===== config.mk =====
export PLATFORM = sky130hd
export DESIGN_NAME = dma_rd_arbiter
export DESIGN_NICKNAME = d
export VERILOG_FILES = /design/src/rtl/dma_rd_arbiter.sv
export SDC_FILE = /design/constraint.sdc
export NUM_CORES = 1
export LEC_CHECK = 0
export ABC_AREA = 1
export BUFFER_PORTS_ARGS = -buffer_cell sky130_fd_sc_hd__clkbuf_2
export CORE_ASPECT_RATIO = 0.75
export CORE_MARGIN = 2
export CORE_UTILIZATION = 43
export CTS_BUF_LIST = sky130_fd_sc_hd__clkbuf_8
export DETAILED_ROUTE_END_ITERATION = 16
export GPL_TIMING_DRIVEN = 0
export PLACE_DENSITY = 0.74
export SYNTH_ARGS = -nofsm -noshare
export SYNTH_HDL_FRONTEND = slang
export SYNTH_SLANG_ARGS = --single-unit

===== constraint.sdc =====
create_clock -name clk -period 8.1 [get_ports clk]
set_clock_uncertainty 0.05 [all_clocks]
set_input_delay 2.025 -clock clk [delete_from_list [all_inputs] [get_ports clk]]
set_output_delay 2.025 -clock clk [all_outputs]
set_load 0.005 [all_outputs]

===== src/rtl/dma_rd_arbiter.sv =====
// dma_rd_arbiter: shares a single DMA read engine between three loaders
// (bias, weight, ifmap) using round-robin arbitration. One transfer is in
// flight at a time. Every output is registered.
module dma_rd_arbiter #(
    parameter int ADDR_W = 32,
    parameter int LEN_W  = 16
) (
    input  logic                  clk,
    input  logic                  rstn,
    input  logic [2:0]            req_i,
    input  logic [3*ADDR_W-1:0]   addr_i,
    input  logic [3*LEN_W-1:0]    len_i,
    output logic [2:0]            gnt_o,
    output logic [2:0]            done_o,
    output logic                  dma_start,
    output logic [ADDR_W-1:0]     dma_addr,
    output logic [LEN_W-1:0]      dma_len,
    input  logic                  dma_done,
    output logic                  busy_o
);

    typedef enum logic [1:0] {
        ST_IDLE    = 2'd0,
        ST_ISSUE   = 2'd1,
        ST_WAIT    = 2'd2,
        ST_RELEASE = 2'd3
    } state_t;

    state_t              state_reg;
    logic [1:0]          ptr_reg;
    logic [1:0]          owner_reg;
    logic [2:0]          gnt_reg;
    logic [2:0]          done_reg;
    logic                start_reg;
    logic [ADDR_W-1:0]   addr_reg;
    logic [LEN_W-1:0]    len_reg;
    logic                busy_reg;

    logic [ADDR_W-1:0]   addr_arr [0:2];
    logic [LEN_W-1:0]    len_arr  [0:2];

    logic                sel_valid;
    logic [1:0]          sel_idx;

    // Index arithmetic modulo three. There are only three requesters, so the
    // value 3 never reaches the state registers.
    function automatic logic [1:0] wrap_add(input logic [1:0] base, input logic [1:0] off);
        logic [2:0] s;
        s = {1'b0, base} + {1'b0, off};
        return (s >= 3'd3) ? 2'(s - 3'd3) : s[1:0];
    endfunction

    function automatic logic [2:0] onehot(input logic [1:0] idx);
        return 3'b001 << idx;
    endfunction

    // Split the packed per-requester buses into arrays so they can be indexed.
    generate
        for (genvar gi = 0; gi < 3; gi++) begin : g_unpack
            assign addr_arr[gi] = addr_i[gi*ADDR_W +: ADDR_W];
            assign len_arr[gi]  = len_i[gi*LEN_W +: LEN_W];
        end
    endgenerate

    // Round-robin pick. The loop runs from the farthest offset down to ptr, so
    // the last match it records is the nearest set bit at or above ptr.
    always_comb begin
        sel_valid = 1'b0;
        sel_idx   = 2'd0;
        for (int i = 2; i >= 0; i--) begin
            if (req_i[wrap_add(ptr_reg, 2'(i))]) begin
                sel_valid = 1'b1;
                sel_idx   = wrap_add(ptr_reg, 2'(i));
            end
        end
    end

    // Arbitration FSM. Every output is a register and is updated together
    // with the state.
    always_ff @(posedge clk) begin
        if (rstn) begin
            state_reg <= ST_IDLE;
            ptr_reg   <= 2'd0;
            owner_reg <= 2'd0;
            gnt_reg   <= 3'b000;
            done_reg  <= 3'b000;
            start_reg <= 1'b0;
            addr_reg  <= '0;
            len_reg   <= '0;
            busy_reg  <= 1'b0;
        end else begin
            // Default: both pulse outputs last a single cycle.
            start_reg <= 1'b0;
            done_reg  <= 3'b000;
            case (state_reg)
                ST_IDLE: begin
                    if (sel_valid) begin
                        owner_reg <= sel_idx;
                        busy_reg  <= 1'b1;
                        if (len_arr[sel_idx] != '0) begin
                            state_reg <= ST_ISSUE;
                            gnt_reg   <= onehot(sel_idx);
                            start_reg <= 1'b1;
                            addr_reg  <= addr_arr[sel_idx];
                            len_reg   <= len_arr[sel_idx];
                        end else begin
                            // A zero-length request completes at once and
                            // never reaches the DMA engine.
                            state_reg <= ST_RELEASE;
                            done_reg  <= onehot(sel_idx);
                            ptr_reg   <= wrap_add(sel_idx, 2'd1);
                        end
                    end
                end
                ST_ISSUE: begin
                    state_reg <= ST_WAIT;
                end
                ST_WAIT: begin
                    if (dma_done) begin
                        state_reg <= ST_RELEASE;
                        done_reg  <= onehot(owner_reg);
                        gnt_reg   <= 3'b000;
                        addr_reg  <= '0;
                        len_reg   <= '0;
                        ptr_reg   <= wrap_add(owner_reg, 2'd1);
                    end
                end
                ST_RELEASE: begin
                    state_reg <= ST_IDLE;
                    busy_reg  <= 1'b0;
                end
                default: begin
                    state_reg <= ST_IDLE;
                end
            endcase
        end
    end

    assign gnt_o     = gnt_reg;
    assign done_o    = done_reg;
    assign dma_start = start_reg;
    assign dma_addr  = addr_reg;
    assign dma_len   = len_reg;
    assign busy_o    = busy_reg;

endmodule


==> impl_metrics.json <==
{
  "worstSetupStartpointType": "primary input",
  "clock_sinks": 62,
  "vias_in_the_first_global_route": 4345,
  "detail_route.drc_violations": 0,
  "post_place_setup_slack_ns": 3.46,
  "worst_slew_margin_relative_to_its_limit": 0.551,
  "fin_cells": 958,
  "post-route-period-util": 0.533,
  "finish.utilization": 0.589,
  "io_pins": 206,
  "rsz0062_at_grt": "no",
  "final_hold_viol_count": 0,
  "clkPwrFrac": 0.088,
  "clk_pin_slew_ns": 0.07,
  "overflow": 0,
  "drive_gt1_frac": 0.304,
  "place.detailed.hpwl_um": 11000,
  "num_vias": 4947,
  "design.core.area_um2": 8970,
  "grt_first_pass_wirelength_um": 21300,
  "cp.required_ns": 8.34,
  "worst_hold_path_type": "reg -> reg",
  "final-setup-viol-count": 0,
  "synth-async-reset-ratio": 0,
  "p_seq_frac": 0.166,
  "antenna_found_initial": 0,
  "slew_violations": 0,
  "drt_first_pass_iters": 5,
  "arrival_worst_endpoint_ns": 4.55,
  "dp_cells": 942,
  "yosys.area.top_type_share": 0.315,
  "setup_slack_ns": 3.78,
  "switching_power_uw": 1600,
  "synth_edf_count": 0,
  "netlist.top_cell.by_area": "sky130_fd_sc_hd__dfxtp_1",
  "power.share.combinational": 0.746,
  "worst_skew_pair.late_latency_ns": 0.35,
  "worst_pin_slew_ns": 0.673,
  "p_int_uw": 1360,
  "syn_inst": 625,
  "postSynthRegisterBits": 62,
  "fillerInstances": 903,
  "synth.most_common_cell": "sky130_fd_sc_hd__nand2_1",
  "area_of_the_mapped_netlist_um2": 3940,
  "ant_nets": 0,
  "setup_crit_end_kind": "flip-flop",
  "post_cts_buffers": 0,
  "floorplan.die.width_um": 114,
  "vdd_drop_max_mv": 0.242,
  "timing.max_cap.violations": 0,
  "synthTopCellsByArea": "sky130_fd_sc_hd__dfxtp_1 (32%), sky130_fd_sc_hd__nand2_1 (14%), sky130_fd_sc_hd__nor2_1 (13%)",
  "postCtsResizedCells": 0,
  "avgRoutedWirePerCell_um": 14.6,
  "grt_start_max_net_pins": 11,
  "largest_register_ff_count": 32,
  "power-per-cell-area_nw_per_um2": 560,
  "cts-root-buf": "sky130_fd_sc_hd__clkbuf_8",
  "final.setup.tns_ns": 0,
  "top_flip_flop_cell_by_instance_count_after_synthesis": "sky130_fd_sc_hd__dfxtp_1",
  "antenna-diode-count": 0,
  "floorplan.rows": 30,
  "synthesis.nets": 787,
  "initial_utilization": 0.439,
  "synth-seq-area-share": 0.315,
  "routed_wirelength_um": 14000,
  "worst-setup-path-type": "in -> reg",
  "drt-initial-drc-count": 389,
  "global_route.usage.total": 0.276,
  "max_clock_freq_mhz": 232,
  "clock_path_buffers": 2,
  "synthTopCellsByCount": "sky130_fd_sc_hd__nand2_1 (151), sky130_fd_sc_hd__nor2_1 (133), sky130_fd_sc_hd__nand3_1 (93), sky130_fd_sc_hd__dfxtp_1 (62), sky130_fd_sc_hd__a21oi_1 (36)",
  "design_power_total_uw": 2960,
  "power.share.switching": 0.541,
  "finish.net_count": 1003,
  "cts_tree": "built",
  "status": "finished clean",
  "worst-path-max-fanout": 10,
  "drt-vias-per-instance": 5.16,
  "area.growth.synth_to_final_pct": 34.2,
  "h-tree-depth": 3,
  "synth.avg_cell_area_um2": 6.30,
  "numPortBuffers": 205,
  "die_height_um": 86.8,
  "p_leak_uw": 0.00294,
  "post_cts_hold_buffer_count": 0,
  "ys_types": 33,
  "clock_buffer_count_from_cts": 9,
  "timing.final.crit_period_ns": 4.32,
  "gp_routability_congestion": 0.872,
  "design.die.area_um2": 9940,
  "yosysWarnings": 0
}
[area by class of cell]
cell class	count	area, um2	share of cell area
clock inverters	7	57.6	0.0109
plain buffers	37	204	0.0386
inverters	40	153	0.0289
multi-input cells	486	2340	0.442
well taps	112	140	0.0265
clock buffers	9	124	0.0234
flip-flops and latches	62	1240	0.235
repair buffers	205	1030	0.194
[critical path: stages]
cell,delay (ns)
sky130_fd_sc_hd__clkbuf_2,0.11
sky130_fd_sc_hd__nand2_1,0.09
sky130_fd_sc_hd__nand3_1,0.11
sky130_fd_sc_hd__nand2_1,0.14
sky130_fd_sc_hd__nand2_1,0.08
sky130_fd_sc_hd__nand2_2,0.09
sky130_fd_sc_hd__nand2_4,0.09
sky130_fd_sc_hd__nand2_4,0.14
sky130_fd_sc_hd__buf_4,0.20
sky130_fd_sc_hd__nand2_2,0.11
sky130_fd_sc_hd__inv_2,0.19
sky130_fd_sc_hd__nand2_1,0.09
sky130_fd_sc_hd__inv_2,0.12
sky130_fd_sc_hd__clkbuf_1,0.50
sky130_fd_sc_hd__a21oi_1,0.17
sky130_fd_sc_hd__nand3_1,0.11
sky130_fd_sc_hd__nand2_1,0.06
sky130_fd_sc_hd__nor2_1,0.12
[layer usage]
layer | up-vias | routed length [um] | GRT usage
met1 | 2240 | 6270 | 0.375
met2 | 211 | 6230 | 0.428
met4 | 0 | 199 | 0.0632
li1 | 2473 | - | -
met5 | - | 0 | 0
met3 | 23 | 1290 | 0.0874
[final timing paths]
kind | start | endpoint | slack, ns | cells after the start
hold reg to reg | dma_addr[14] | dma_addr[14] | 0.42 | 2
setup / recovery | req_i[1] | dma_addr[12] | 3.78 | 18
hold / removal | dma_addr[14] | dma_addr[14] | 0.42 | 2
setup reg to reg | ptr_reg[0] | dma_addr[12] | 4.78 | 20
[power groups by stage]
| stage | Sequential, uW | Combinational [uW] | Clock [uW] |
|---|---|---|---|
| 2_1_floorplan | 497 | 1560 | 0 |
| 3_3_place_gp | 492 | 2140 | 0 |
| 3_5_place_dp | 497 | 2170 | 0 |
| 4_1_cts | 491 | 2180 | 263 |
| 5_1_grt | 503 | 2460 | 277 |
| 6_report | 491 | 2210 | 259 |
[per-stage QoR]
stage	hold WS [ns]	instance area, um2
after floorplan	0.407	3940
after global placement	0.399	5100
after detailed placement	0.406	5100
after CTS	0.421	5280
after global routing	0.435	5280
final	0.418	5280
[layout by cell type (no fill, tap or decap), types with 2 or more instances in the layout]
master and count:
sky130_fd_sc_hd__nor2_1 133, sky130_fd_sc_hd__buf_4 3, sky130_fd_sc_hd__buf_6 6, sky130_fd_sc_hd__clkinv_2 4, sky130_fd_sc_hd__buf_2 7, sky130_fd_sc_hd__nand2_2 4
sky130_fd_sc_hd__inv_1 34, sky130_fd_sc_hd__nand2_4 4, sky130_fd_sc_hd__o21ai_0 6, sky130_fd_sc_hd__a21oi_1 36, sky130_fd_sc_hd__dfxtp_1 62, sky130_fd_sc_hd__buf_1 2
sky130_fd_sc_hd__clkbuf_8 9, sky130_fd_sc_hd__a221oi_1 4, sky130_fd_sc_hd__ha_1 12, sky130_fd_sc_hd__clkbuf_1 19, sky130_fd_sc_hd__o21ai_1 2, sky130_fd_sc_hd__nand2_1 151
sky130_fd_sc_hd__nand3_1 93, sky130_fd_sc_hd__clkbuf_2 205, sky130_fd_sc_hd__inv_2 7, sky130_fd_sc_hd__nand4_1 6, sky130_fd_sc_hd__a22oi_1 11, sky130_fd_sc_hd__nor2_2 2
sky130_fd_sc_hd__a22o_1 12
[cells by family after synthesis]
group,share of synthesized area
AO/OA/AOI/OAI,0.123
adder cells (fa/ha/maj),0.0382
buffers and inverters,0.0906
flip-flops,0.315
AND/OR/NAND/NOR,0.433
Note: power is estimated with default switching activity, not from simulation.
